### src/rtl/dispatch_controller_pkg.sv
// Shared sizing defaults and types for the dispatch controller slice.
package dispatch_controller_pkg;

    localparam int DEF_ROB_SIZE = 16;
    localparam int DEF_RS_SIZE  = 16;
    localparam int DEF_LSB_SIZE = 16;

    typedef enum logic {
        TgtRs  = 1'b0,
        TgtLsb = 1'b1
    } target_e;

endpackage

### src/rtl/dispatch_controller_credit_counter.sv
// Free-slot credit counter: decrements on take, increments on release, saturates at SIZE.
module dispatch_controller_credit_counter
    import dispatch_controller_pkg::*;
#(
    parameter int SIZE = DEF_RS_SIZE,
    localparam int CW  = $clog2(SIZE + 1)
) (
    input  logic          clk,
    input  logic          rst,
    input  logic          en,
    input  logic          take,
    input  logic          free,
    input  logic          load,
    input  logic [CW-1:0] load_val,
    output logic [CW-1:0] count,
    output logic          nonzero
);

    always_ff @(posedge clk or posedge rst) begin
        if (rst) begin
            count <= CW'(SIZE);
        end else if (load) begin
            count <= load_val;
        end else if (en) begin
            if (take && !free) begin
                count <= count - 1'b1;
            end else if (free && !take && count != CW'(SIZE)) begin
                count <= count + 1'b1;
            end
        end
    end

    assign nonzero = (count != '0);

endmodule

### src/rtl/dispatch_controller.sv
// Buffers decoded instructions and dispatches one per cycle once ROB and the target unit have space.
module dispatch_controller
    import dispatch_controller_pkg::*;
#(
    parameter int PAYLOAD_W   = 80,
    parameter int QUEUE_DEPTH = 2,
    parameter int ROB_SIZE    = DEF_ROB_SIZE,
    parameter int RS_SIZE     = DEF_RS_SIZE,
    parameter int LSB_SIZE    = DEF_LSB_SIZE,
    localparam int TAG_W      = $clog2(ROB_SIZE),
    localparam int LSB_CW     = $clog2(LSB_SIZE + 1)
) (
    input  logic                 clk,
    input  logic                 rst,
    input  logic                 rdy,
    input  logic                 dec_valid_in,
    input  logic                 dec_to_lsb_in,
    input  logic [PAYLOAD_W-1:0] dec_payload_in,
    output logic                 dec_ready_out,
    output logic                 issue_valid_out,
    output logic                 issue_to_lsb_out,
    output logic [PAYLOAD_W-1:0] issue_payload_out,
    output logic [TAG_W-1:0]     issue_tag_out,
    input  logic                 rob_commit_in,
    input  logic                 rs_release_in,
    input  logic                 lsb_release_in,
    input  logic                 rollback_in,
    input  logic [LSB_CW-1:0]    lsb_free_after_rollback_in
);

    localparam int PTR_W  = (QUEUE_DEPTH > 1) ? $clog2(QUEUE_DEPTH) : 1;
    localparam int CNT_W  = $clog2(QUEUE_DEPTH + 1);
    localparam int ROB_CW = $clog2(ROB_SIZE + 1);
    localparam int RS_CW  = $clog2(RS_SIZE + 1);

    target_e              fifo_tgt  [QUEUE_DEPTH];
    logic [PAYLOAD_W-1:0] fifo_data [QUEUE_DEPTH];
    logic [PTR_W-1:0]     rd_ptr, wr_ptr;
    logic [CNT_W-1:0]     count;
    logic [TAG_W-1:0]     tag_ptr;

    logic                 rob_nz, rs_nz, lsb_nz;
    logic [ROB_CW-1:0]    rob_cr;
    logic [RS_CW-1:0]     rs_cr;
    logic [LSB_CW-1:0]    lsb_cr;
    logic                 head_lsb, target_ok, enq, fire;

    assign head_lsb  = (fifo_tgt[rd_ptr] == TgtLsb);
    assign target_ok = head_lsb ? lsb_nz : rs_nz;

    // Ready looks only at registered occupancy, so the decoder never sees a comb path via dispatch.
    assign dec_ready_out   = !rst && rdy && !rollback_in && (count < CNT_W'(QUEUE_DEPTH));
    assign fire            = !rst && rdy && !rollback_in && (count != '0) && rob_nz && target_ok;
    assign enq             = dec_valid_in && dec_ready_out;

    assign issue_valid_out   = fire;
    assign issue_to_lsb_out  = head_lsb;
    assign issue_payload_out = fifo_data[rd_ptr];
    assign issue_tag_out     = tag_ptr;

    always_ff @(posedge clk) begin
        if (enq) begin
            fifo_tgt[wr_ptr]  <= dec_to_lsb_in ? TgtLsb : TgtRs;
            fifo_data[wr_ptr] <= dec_payload_in;
        end
    end

    always_ff @(posedge clk or posedge rst) begin
        if (rst) begin
            rd_ptr  <= '0;
            wr_ptr  <= '0;
            count   <= '0;
            tag_ptr <= '0;
        end else if (rollback_in) begin
            rd_ptr  <= '0;
            wr_ptr  <= '0;
            count   <= '0;
            tag_ptr <= '0;
        end else if (rdy) begin
            if (enq) begin
                wr_ptr <= wr_ptr + 1'b1;
            end
            if (fire) begin
                rd_ptr  <= rd_ptr + 1'b1;
                tag_ptr <= (tag_ptr == TAG_W'(ROB_SIZE - 1)) ? '0 : tag_ptr + 1'b1;
            end
            case ({enq, fire})
                2'b10:   count <= count + 1'b1;
                2'b01:   count <= count - 1'b1;
                default: count <= count;
            endcase
        end
    end

    dispatch_controller_credit_counter #(.SIZE(ROB_SIZE)) u_rob_credit (
        .clk      (clk),
        .rst      (rst),
        .en       (rdy),
        .take     (fire),
        .free     (rob_commit_in),
        .load     (rollback_in),
        .load_val (ROB_CW'(ROB_SIZE)),
        .count    (rob_cr),
        .nonzero  (rob_nz)
    );

    dispatch_controller_credit_counter #(.SIZE(RS_SIZE)) u_rs_credit (
        .clk      (clk),
        .rst      (rst),
        .en       (rdy),
        .take     (fire && !head_lsb),
        .free     (rs_release_in),
        .load     (rollback_in),
        .load_val (RS_CW'(RS_SIZE)),
        .count    (rs_cr),
        .nonzero  (rs_nz)
    );

    dispatch_controller_credit_counter #(.SIZE(LSB_SIZE)) u_lsb_credit (
        .clk      (clk),
        .rst      (rst),
        .en       (rdy),
        .take     (fire && head_lsb),
        .free     (lsb_release_in),
        .load     (rollback_in),
        .load_val (lsb_free_after_rollback_in),
        .count    (lsb_cr),
        .nonzero  (lsb_nz)
    );

endmodule
### config.mk
export PLATFORM = sky130hd
export DESIGN_NAME = dispatch_controller
export DESIGN_NICKNAME = d
export VERILOG_FILES = /design/src/rtl/dispatch_controller_pkg.sv /design/src/rtl/dispatch_controller_credit_counter.sv /design/src/rtl/dispatch_controller.sv
export SDC_FILE = /design/constraint.sdc
export NUM_CORES = 1
export LEC_CHECK = 0
export CORE_ASPECT_RATIO = 1.2
export CORE_MARGIN = 1
export CORE_UTILIZATION = 51
export CTS_BUF_LIST = sky130_fd_sc_hd__clkbuf_8
export CTS_CLUSTER_DIAMETER = 60
export DETAILED_ROUTE_END_ITERATION = 8
export PLACE_DENSITY_LB_ADDON = 0.1
export SYNTH_ARGS = -nofsm -noshare
export SYNTH_HDL_FRONTEND = slang
export SYNTH_SLANG_ARGS = --single-unit
### constraint.sdc
create_clock -name clk -period 5.3 [get_ports clk]
set_input_delay 0.795 -clock clk [delete_from_list [all_inputs] [get_ports clk]]
set_output_delay 0.795 -clock clk [all_outputs]
set_load 0.05 [all_outputs]
==> results of run 1 <==
-- metal layers --
metal | GRT usage [%] | wire length [um] | vias to the layer above
met3 | 5.92 | 724 | 25
met2 | 36.8 | 7890 | 114
met5 | 0 | 0 | -
met4 | 8.96 | 366 | 0
met1 | 21.8 | 5710 | 2143
li1 | - | - | 2053
-- logic make-up (layout without fill, tap and decap cells) --
kind of cell	after synthesis	count (layout)	synth area share [%]
AOI/OAI and AO/OA	44	44	4.22
xor gates and xnor gates	11	11	1.29
adders and majority gates	8	8	1.44
buffers and inverters	24	228	1.34
DFF	185	185	72.6
muxes	92	92	14.0
and+or+nand+nor	69	69	5.06
-- through the flow --
stage                     setup TNS [ns]  instances  worst slack, ns  total power [uW]  utilization (%)
final                                  0        812             1.23              2810             69.1
after global routing                   0        812             1.14              2900             69.1
after CTS                              0        812             1.23              2830             69.1
after detailed placement               0        780             1.24              1870             66.3
after global placement                 0        780             1.29              1870             66.3
after floorplan                  -190.91        433            -1.19              1760                -
-- area by class of cell --
cell class,count,area [um2],share of cell area (%)
Multi-Input combinational cell,224,1970,19.8
Timing Repair Buffer,186,1850,18.6
Inverter,10,37.5,0.378
Clock inverter,15,174,1.75
Clock buffer,17,234,2.36
Tap cell,175,219,2.21
Sequential cell,185,5450,54.9
-- how the worst min path moves through the flow --
stage / to / slack [ns] / cells after the start
finish: u_rs_credit.count[3] / 0.56 / 2
global route: u_rob_credit.count[3] / 0.60 / 2
CTS: u_rs_credit.count[3] / 0.56 / 2
detailed placement: u_rs_credit.count[3] / 0.55 / 2
global placement: u_rob_credit.count[4] / 0.54 / 2
floorplan: u_rob_credit.count[3] / 0.52 / 2
-- registers in the layout (all words and copies together) (netlist names) --
name                flops
fifo_data             160
u_lsb_credit.count      5
u_rob_credit.count      5
u_rs_credit.count       5
issue_tag_out           4
count                   2
fifo_tgt                2
rd_ptr                  1
wr_ptr                  1
-- where the power goes --
group	switching (uW)	internal, uW
Sequential	12.0	1600
Clock	498	469
Combinational	112	112
Total	623	2190
-- placed cells by master (no fill, tap or decap), types with 4 or more instances in the layout --
cell               n
o21ai_1            5
edfxtp_1         162
a21oi_1           10
inv_1             10
nand2b_1           4
clkbuf_8          17
clkdlybuf4s50_1  180
or3_1              6
o21ai_0            4
nor2_1            18
nand2_1           14
nor3_1             5
xnor2_1            8
inv_6              4
ha_1               7
dfrtp_1           19
mux2_2            80
a31oi_1            4
mux2i_1            8
buf_4              6
-- worst reg2reg max path: stages (launching register included) --
cell and delay (ns):
dfrtp_1 0.47, nor4_1 0.47, nor2b_1 0.34, a211o_1 0.38, inv_2 0.15, nand2b_1 0.15, inv_1 0.10, ha_1 0.32
nor2b_1 0.14, o21ai_0 0.15, nand2b_1 0.11, or3_1 0.34, a211oi_1 0.21, a31oi_1 0.06
==> metrics.yaml, run 1 <==
peakVddDrop_mv: 0.141
grt_pass1_wl_mm: 22.7
async_flop_share_pct: 12.4
clock_latency_ns: 0.46
setup_viol: 0
die-width_um: 113
numClockSinks: 185
slew-limit-headroom_pct: 34.9
synth_top_flop_cell: "edfxtp_1"
synth_commonest_cells: "edfxtp_1 (162), mux2_2 (80), dfrtp_1 (20), nor2_1 (20), nand2_1 (14)"
worst_slew_pin_slew_ns: 0.976
cp_cell_sequence: "clkdlybuf4s50_1 > nor3b_4 > o221ai_2 > a211o_1 > inv_2 > clkdlybuf4s50_1"
cp-startpoint: "rdy"
worstPathRequired_ns: 4.51
whs_ns: 0.564
period_minus_slack_ns: 4.07
cp_top_family: "buffers and inverters"
cts_root_buf: "clkbuf_8"
synth_area_per_cell_um2: 17.3
firstDrtPassIters: 4
critPathBufInv: 3
antenna_found_initial: 0
ff2ff_path_depth: 13
nFillCells: 1031
rows: 48
rsz0062_at_grt: "no"
leakagePower_uw: 0.00340
ys_ff_latch: 185
gr-total-overflow: 0
status: "finished, final reports clean"
holdBufCountCts: 0
wl_per_cell_um: 18.1
syn_nets: 535
portBuffers: 180
track_usage_pct: 20.2
numCtsBuffers: 17
grt_max_degree: 73
power.density_nw_per_um2: 283
synth_top_area_share_pct: 64.9
grt_pass1_vias: 4596
min_from: "u_rs_credit.count[3]"
worstReg2RegStart: "u_rs_credit.count[1]"
r2r_setup_slack_ns: 1.85
synth_edf_count: 162
final_layout_size_suffix_gt1_share_pct: 21.5
htreeDepth: 4
antenna_cells: 0
synth_top_cell_by_area: "edfxtp_1"
drcViolationCount: 0
hold_path.class: "register to register"
crit_fanout: 9
slowest_delay_ns: 0.83
drt_first_iter_violations: 175
cts_buffer_depth: 2
io_pins: 181
synthTopCellsByArea: "edfxtp_1 (65%), mux2_2 (12%), dfrtp_1 (6.7%), ha_1 (1.2%), mux2i_1 (1.1%)"
synth_cell_types: 56
finalClockSkew_ns: 0.00806
drt-vias-per-instance: 5.34
timing.final.crit_share_pct: 76.8
hold_violations: 0
place_hpwl_mm: 9.75
start_util_pct: 52.2
critPathCaptureType: "primary output"
maxSlewViolCount: 0
via_count: 4335
cp_num_cells: 6
cts_resized: 0
yosysMostFrequentCell: "edfxtp_1"
worstPathArrival_ns: 3.27
die_y_um: 135
critPathKind: "input pin to primary output"
seq_area_frac_synth_pct: 72.6
r2r-end: "u_rob_credit.count[4]"
dieArea_um2: 15200
cp-endpoint: "issue_valid_out"
nNetsFinal: 726
core_area_um2: 14400
yosys_warnings: 0
post_dp_cell_area_um2: 9520
path_common_cell: "clkdlybuf4s50_1"
netlist_area_um2: 7490
cts_setup_buffers: 0
wirelength_mm: 14.7
synth_cells: 433
cp_slowest_cell: "clkdlybuf4s50_1"
final_cell_area_um2: 9920
synthToLayoutAreaGrowth_pct: 32.4
cts_tree: "done"
clk_pin_slew_ns: 0.09
postRouteAntennaNets: 0
fmaxAchievable_mhz: 246
startpoint_type: "input pin"
max_cap_violations: 0
gp_congestion: 0.777
No activity file was read; power rests on OpenSTA's default activity.
==> inputs of run 2 (changes only) <==
Clock period 5.3 ns to 3.75 ns, I/O delays scaled along.
==> metrics.yaml, run 2 (synthesized netlist as in run 1, its figures left out) <==
htreeDepth: 4
grt_max_degree: 82
start_util_pct: 52.2
path_common_cell: "clkdlybuf4s50_1"
slowest_delay_ns: 0.84
final_cell_mix: "clkdlybuf4s50_1 (179), edfxtp_1 (162), mux2_2 (80), dfrtp_1 (19), nor2_1 (18)"
startpoint_type: "input pin"
sequentialPowerShare_pct: 58.2
cts_buffer_depth: 2
rows: 48
synthToLayoutAreaGrowth_pct: 33.3
cts_resized: 0
drt_first_iter_violations: 224
switchingPower_uw: 847
drt-vias-per-instance: 5.36
wl_per_cell_um: 18.1
tns_ns: 0
critPathCaptureType: "primary output"
status: "finished, final reports clean"
critPathKind: "input pin to primary output"
cts_tree: "done"
holdBufCountCts: 0
cp-startpoint: "rollback_in"
maxSlewViolCount: 0
period_minus_slack_ns: 3.14
final_common_cell: "clkdlybuf4s50_1"
largest_reg_flops: 160
track_usage_pct: 20.0
firstDrtPassIters: 4
crit_fanout: 29
core_area_um2: 14400
io_pins: 181
hold_path.class: "register to register"
dieArea_um2: 15200
gp_congestion: 0.761
r2r-end: "u_rob_credit.count[4]"
worstReg2RegStart: "u_rs_credit.count[1]"
slew-limit-headroom_pct: 40.1
nNetsFinal: 730
via_count: 4377
cts_root_buf: "clkbuf_8"
worst_slew_pin_slew_ns: 0.897
antenna_found_initial: 1
worstPathArrival_ns: 2.58
postRouteAntennaNets: 0
clk_pin_slew_ns: 0.08
numClockSinks: 185
cp_cell_sequence: "clkdlybuf4s50_1 > buf_4 > or2b_1 > nor3_2 > clkdlybuf4s50_1"
cp-endpoint: "dec_ready_out"
setup_viol: 0
regMostFlops: "fifo_data"
die-width_um: 113
rsz0062_at_grt: "no"
clock_latency_ns: 0.45
final_layout_size_suffix_gt1_share_pct: 21.8
antenna_cells: 0
cp_slowest_cell: "clkdlybuf4s50_1"
worstPathRequired_ns: 3.19
portBuffers: 180
combinationalPowerShare_pct: 8.2
gr-total-overflow: 0
placed_cells: 784
timing.final.crit_share_pct: 83.9
finalClockSkew_ns: 0.00888
max_cap_violations: 0
internal_power_uw: 3080
switching_share_pct: 21.6
wirelength_mm: 14.8
grt_pass1_wl_mm: 22.6
fmaxAchievable_mhz: 318
die_y_um: 135
peakVddDrop_mv: 0.181
hold_violations: 0
drcViolationCount: 0
grt_pass1_vias: 4548
clockPowerShare_pct: 33.6
power.density_nw_per_um2: 393
numCtsBuffers: 17
layout.cells.non_filler: 816
place_hpwl_mm: 9.99
r2r_setup_slack_ns: 0.62
leakagePower_uw: 0.00342
ff2ff_path_depth: 13
cts_setup_buffers: 0
-- run 2: changes by cell type in the layout (fill, tap and decap cells not counted), sizes merged --
cell	previous run	this run
clkinvlp	1	2
inv	17	15
clkdlybuf4s50	180	179
buf	6	11
clkinv	4	5
-- run 2: worst min-delay path by stage --
stage | start | end | slack [ns] | cells past startpoint
after floorplan | u_rob_credit.count[3] | u_rob_credit.count[3] | 0.52 | 2
after global placement | u_rs_credit.count[3] | u_rs_credit.count[3] | 0.55 | 2
after detailed placement | u_rs_credit.count[3] | u_rs_credit.count[3] | 0.55 | 2
after CTS | u_rs_credit.count[3] | u_rs_credit.count[3] | 0.56 | 2
after global routing | u_rs_credit.count[3] | u_rs_credit.count[3] | 0.60 | 2
final | u_rs_credit.count[3] | u_rs_credit.count[3] | 0.56 | 2
-- run 2: metrics by stage --
stage          utilization [%]  total power, uW  setup WS, ns  hold slack (ns)  cell area [um2]
2_1_floorplan                -             2480         0.202            0.516             7510
3_3_place_gp              66.9             2640         0.454            0.548             9600
3_5_place_dp              66.9             2650         0.386            0.548             9600
4_1_cts                   69.6             3950         0.594            0.564             9990
5_1_grt                   69.6             4040         0.325            0.601             9990
6_report                  69.6             3920         0.605            0.562             9990
-- run 2: per-layer routing --
layer / global-route usage (%) / up-vias / wire length [um]
li1: - / 2056 / -
met1: 21.8 / 2188 / 5640
met2: 36.9 / 113 / 8160
met3: 4.53 / 20 / 651
met4: 9.41 / 0 / 312
met5: 0 / - / 0
-- run 2: power groups by stage --
stage	logic, uW	registers (uW)	clock network, uW
after floorplan	153	2330	0
after global placement	314	2330	0
after detailed placement	323	2330	0
after CTS	325	2280	1350
after global routing	339	2290	1410
final	322	2280	1320
-- run 2: final cells by class --
| type | count | area [um2] |
|---|---|---|
| Sequential cell | 185 | 5450 |
| Fill cell | 1035 | 4360 |
| Multi-Input combinational cell | 224 | 1970 |
| Timing Repair Buffer | 190 | 1920 |
| Clock buffer | 17 | 234 |
| Tap cell | 175 | 219 |
| Clock inverter | 15 | 159 |
| Inverter | 10 | 37.5 |
-- run 2: critical path: cells and delay by family --
kind / cells / cell delay [ns]
and+or+nand+nor: 2 / 0.45
buffers and inverters: 3 / 1.56
==> inputs of run 3 (changes only) <==
Clock period 3.75 ns to 3.1 ns, I/O delays scaled along.
==> metrics.yaml, run 3 (synthesized netlist as in run 1, its figures left out) <==
whs_ns: 0.503
startpoint_type: "register"
dp_slack_ns: -0.0275
numClockSinks: 185
critPathCaptureType: "primary output"
gp_congestion: 0.785
cts_buffer_depth: 2
via_count: 4475
wirelength_mm: 15.0
rows: 48
clk_pin_slew_ns: 0.09
slowest_delay_ns: 0.73
ff2ff_path_depth: 12
layout_setup_ws_ns: 0.149
timing.final.crit_share_pct: 95.2
final_common_cell: "clkdlybuf4s50_1"
period_minus_slack_ns: 2.95
final_cell_mix: "clkdlybuf4s50_1 (178), edfxtp_1 (162), mux2_2 (80)"
regMostFlops: "fifo_data"
core_area_um2: 14400
largest_reg_flops: 160
start_util_pct: 52.2
rsz0062_at_grt: "no"
grt_pass1_vias: 4695
peakVddDrop_mv: 0.235
r2r-end: "u_rs_credit.count[4]"
grt_pass1_wl_mm: 23.1
die_y_um: 135
cp_slowest_cell: "clkdlybuf4s50_1"
fmaxAchievable_mhz: 339
drt-vias-per-instance: 5.41
portBuffers: 180
nFillCells: 1016
hold_path.class: "input pin to register"
antenna_cells: 0
track_usage_pct: 20.5
cp-startpoint: "rd_ptr"
worstReg2RegStart: "u_rob_credit.count[1]"
worstPathArrival_ns: 2.49
grt_max_degree: 82
cp-endpoint: "issue_payload_out[71]"
leakagePower_uw: 0.00347
worstPathRequired_ns: 2.63
max_cap_violations: 0
gr-total-overflow: 0
regArea_um2: 5450
synthToLayoutAreaGrowth_pct: 34.7
finalClockSkew_ns: 0.00553
setup_viol: 0
hold_violations: 0
cts_root_buf: "clkbuf_8"
dieArea_um2: 15200
maxSlewViolCount: 0
io_pins: 181
power.density_nw_per_um2: 458
die-width_um: 113
wl_per_cell_um: 18.1
drt_first_iter_violations: 255
slew-limit-headroom_pct: 62.6
postRouteAntennaNets: 0
numCtsBuffers: 17
r2r_setup_slack_ns: 0.21
critPathKind: "register to primary output"
cp_cell_sequence: "buf_12 > mux2_2 > clkdlybuf4s50_1"
worst_slew_pin_slew_ns: 0.559
cts_tree: "done"
status: "finished, final reports clean"
holdBufCountCts: 0
total_power_uw: 4620
multi_input_area_um2: 2000
place_hpwl_mm: 10.3
final_layout_size_suffix_gt1_share_pct: 24.7
htreeDepth: 4
firstDrtPassIters: 4
crit_fanout: 81
clock_latency_ns: 0.46
antenna_found_initial: 0
drcViolationCount: 0
nNetsFinal: 741
## run 3: cell count changes in the layout (fill, tap and decap cells not counted), sizes merged
cell	before	now
clkinvlp	2	5
clkinv	5	4
buf	11	23
clkdlybuf4s50	179	178
clkbuf	17	18
bufinv	3	1
inv	15	14
## run 3: power breakdown
group / switching [uW] / leakage (uW) / total [uW] / internal, uW
clock network: 812 / 0.000181 / 1460 / 644
registers: 17.6 / 0.00176 / 2760 / 2740
logic: 201 / 0.00153 / 403 / 202
total: 1030 / 0.00347 / 4620 / 3590
## run 3: per-stage QoR
stage / setup TNS [ns] / utilization, % / area, um2 / cells
finish: 0 / 70.3 / 10100 / 827
global route: 0 / 70.3 / 10100 / 827
CTS: 0 / 70.2 / 10100 / 827
detailed placement: -0.0528 / 67.7 / 9720 / 795
global placement: 0 / 67.7 / 9720 / 795
floorplan: -6.80 / - / 7530 / 433
## run 3: how the worst min path moves through the flow
stage	start	to	slack, ns	depth (start not counted)
2_1_floorplan	rst	count[0]	0.46	1
3_3_place_gp	u_rs_credit.count[3]	u_rs_credit.count[3]	0.54	2
3_5_place_dp	u_rs_credit.count[3]	u_rs_credit.count[3]	0.54	2
4_1_cts	lsb_free_after_rollback_in[4]	u_lsb_credit.count[4]	0.48	3
5_1_grt	lsb_free_after_rollback_in[4]	u_lsb_credit.count[4]	0.51	3
6_report	lsb_free_after_rollback_in[4]	u_lsb_credit.count[4]	0.50	3
## run 3: repair_timing
action / 4_1_cts / 5_1_grt
buffers inserted: 0 / 0
resized for setup: 0 / 5
endpoints found under the setup margin: 0 / 2
## run 3: routing by layer
| metal | share of wire, % | vias up | GRT usage (%) |
|---|---|---|---|
| met5 | 0 | - | 0 |
| met4 | 1.9 | 0 | 9.19 |
| met3 | 5.0 | 18 | 5.34 |
| met2 | 56 | 119 | 37.5 |
| met1 | 38 | 2253 | 22.2 |
| li1 | - | 2085 | - |
## run 3: final cells by class
type	count	area share [%]
clock inverter	14	1.10
timing repair buffer	201	20.1
clock buffer	18	2.45
sequential	185	54.0
multi-input combinational	224	19.8
tap	175	2.17
inverter	10	0.397
## run 3: worst max-delay path: cells and delay by family, from the launching register on
| family | cells | cell delay [ns] |
|---|---|---|
| mux | 1 | 0.39 |
| buf+inv | 2 | 1.11 |
| flops | 1 | 0.45 |
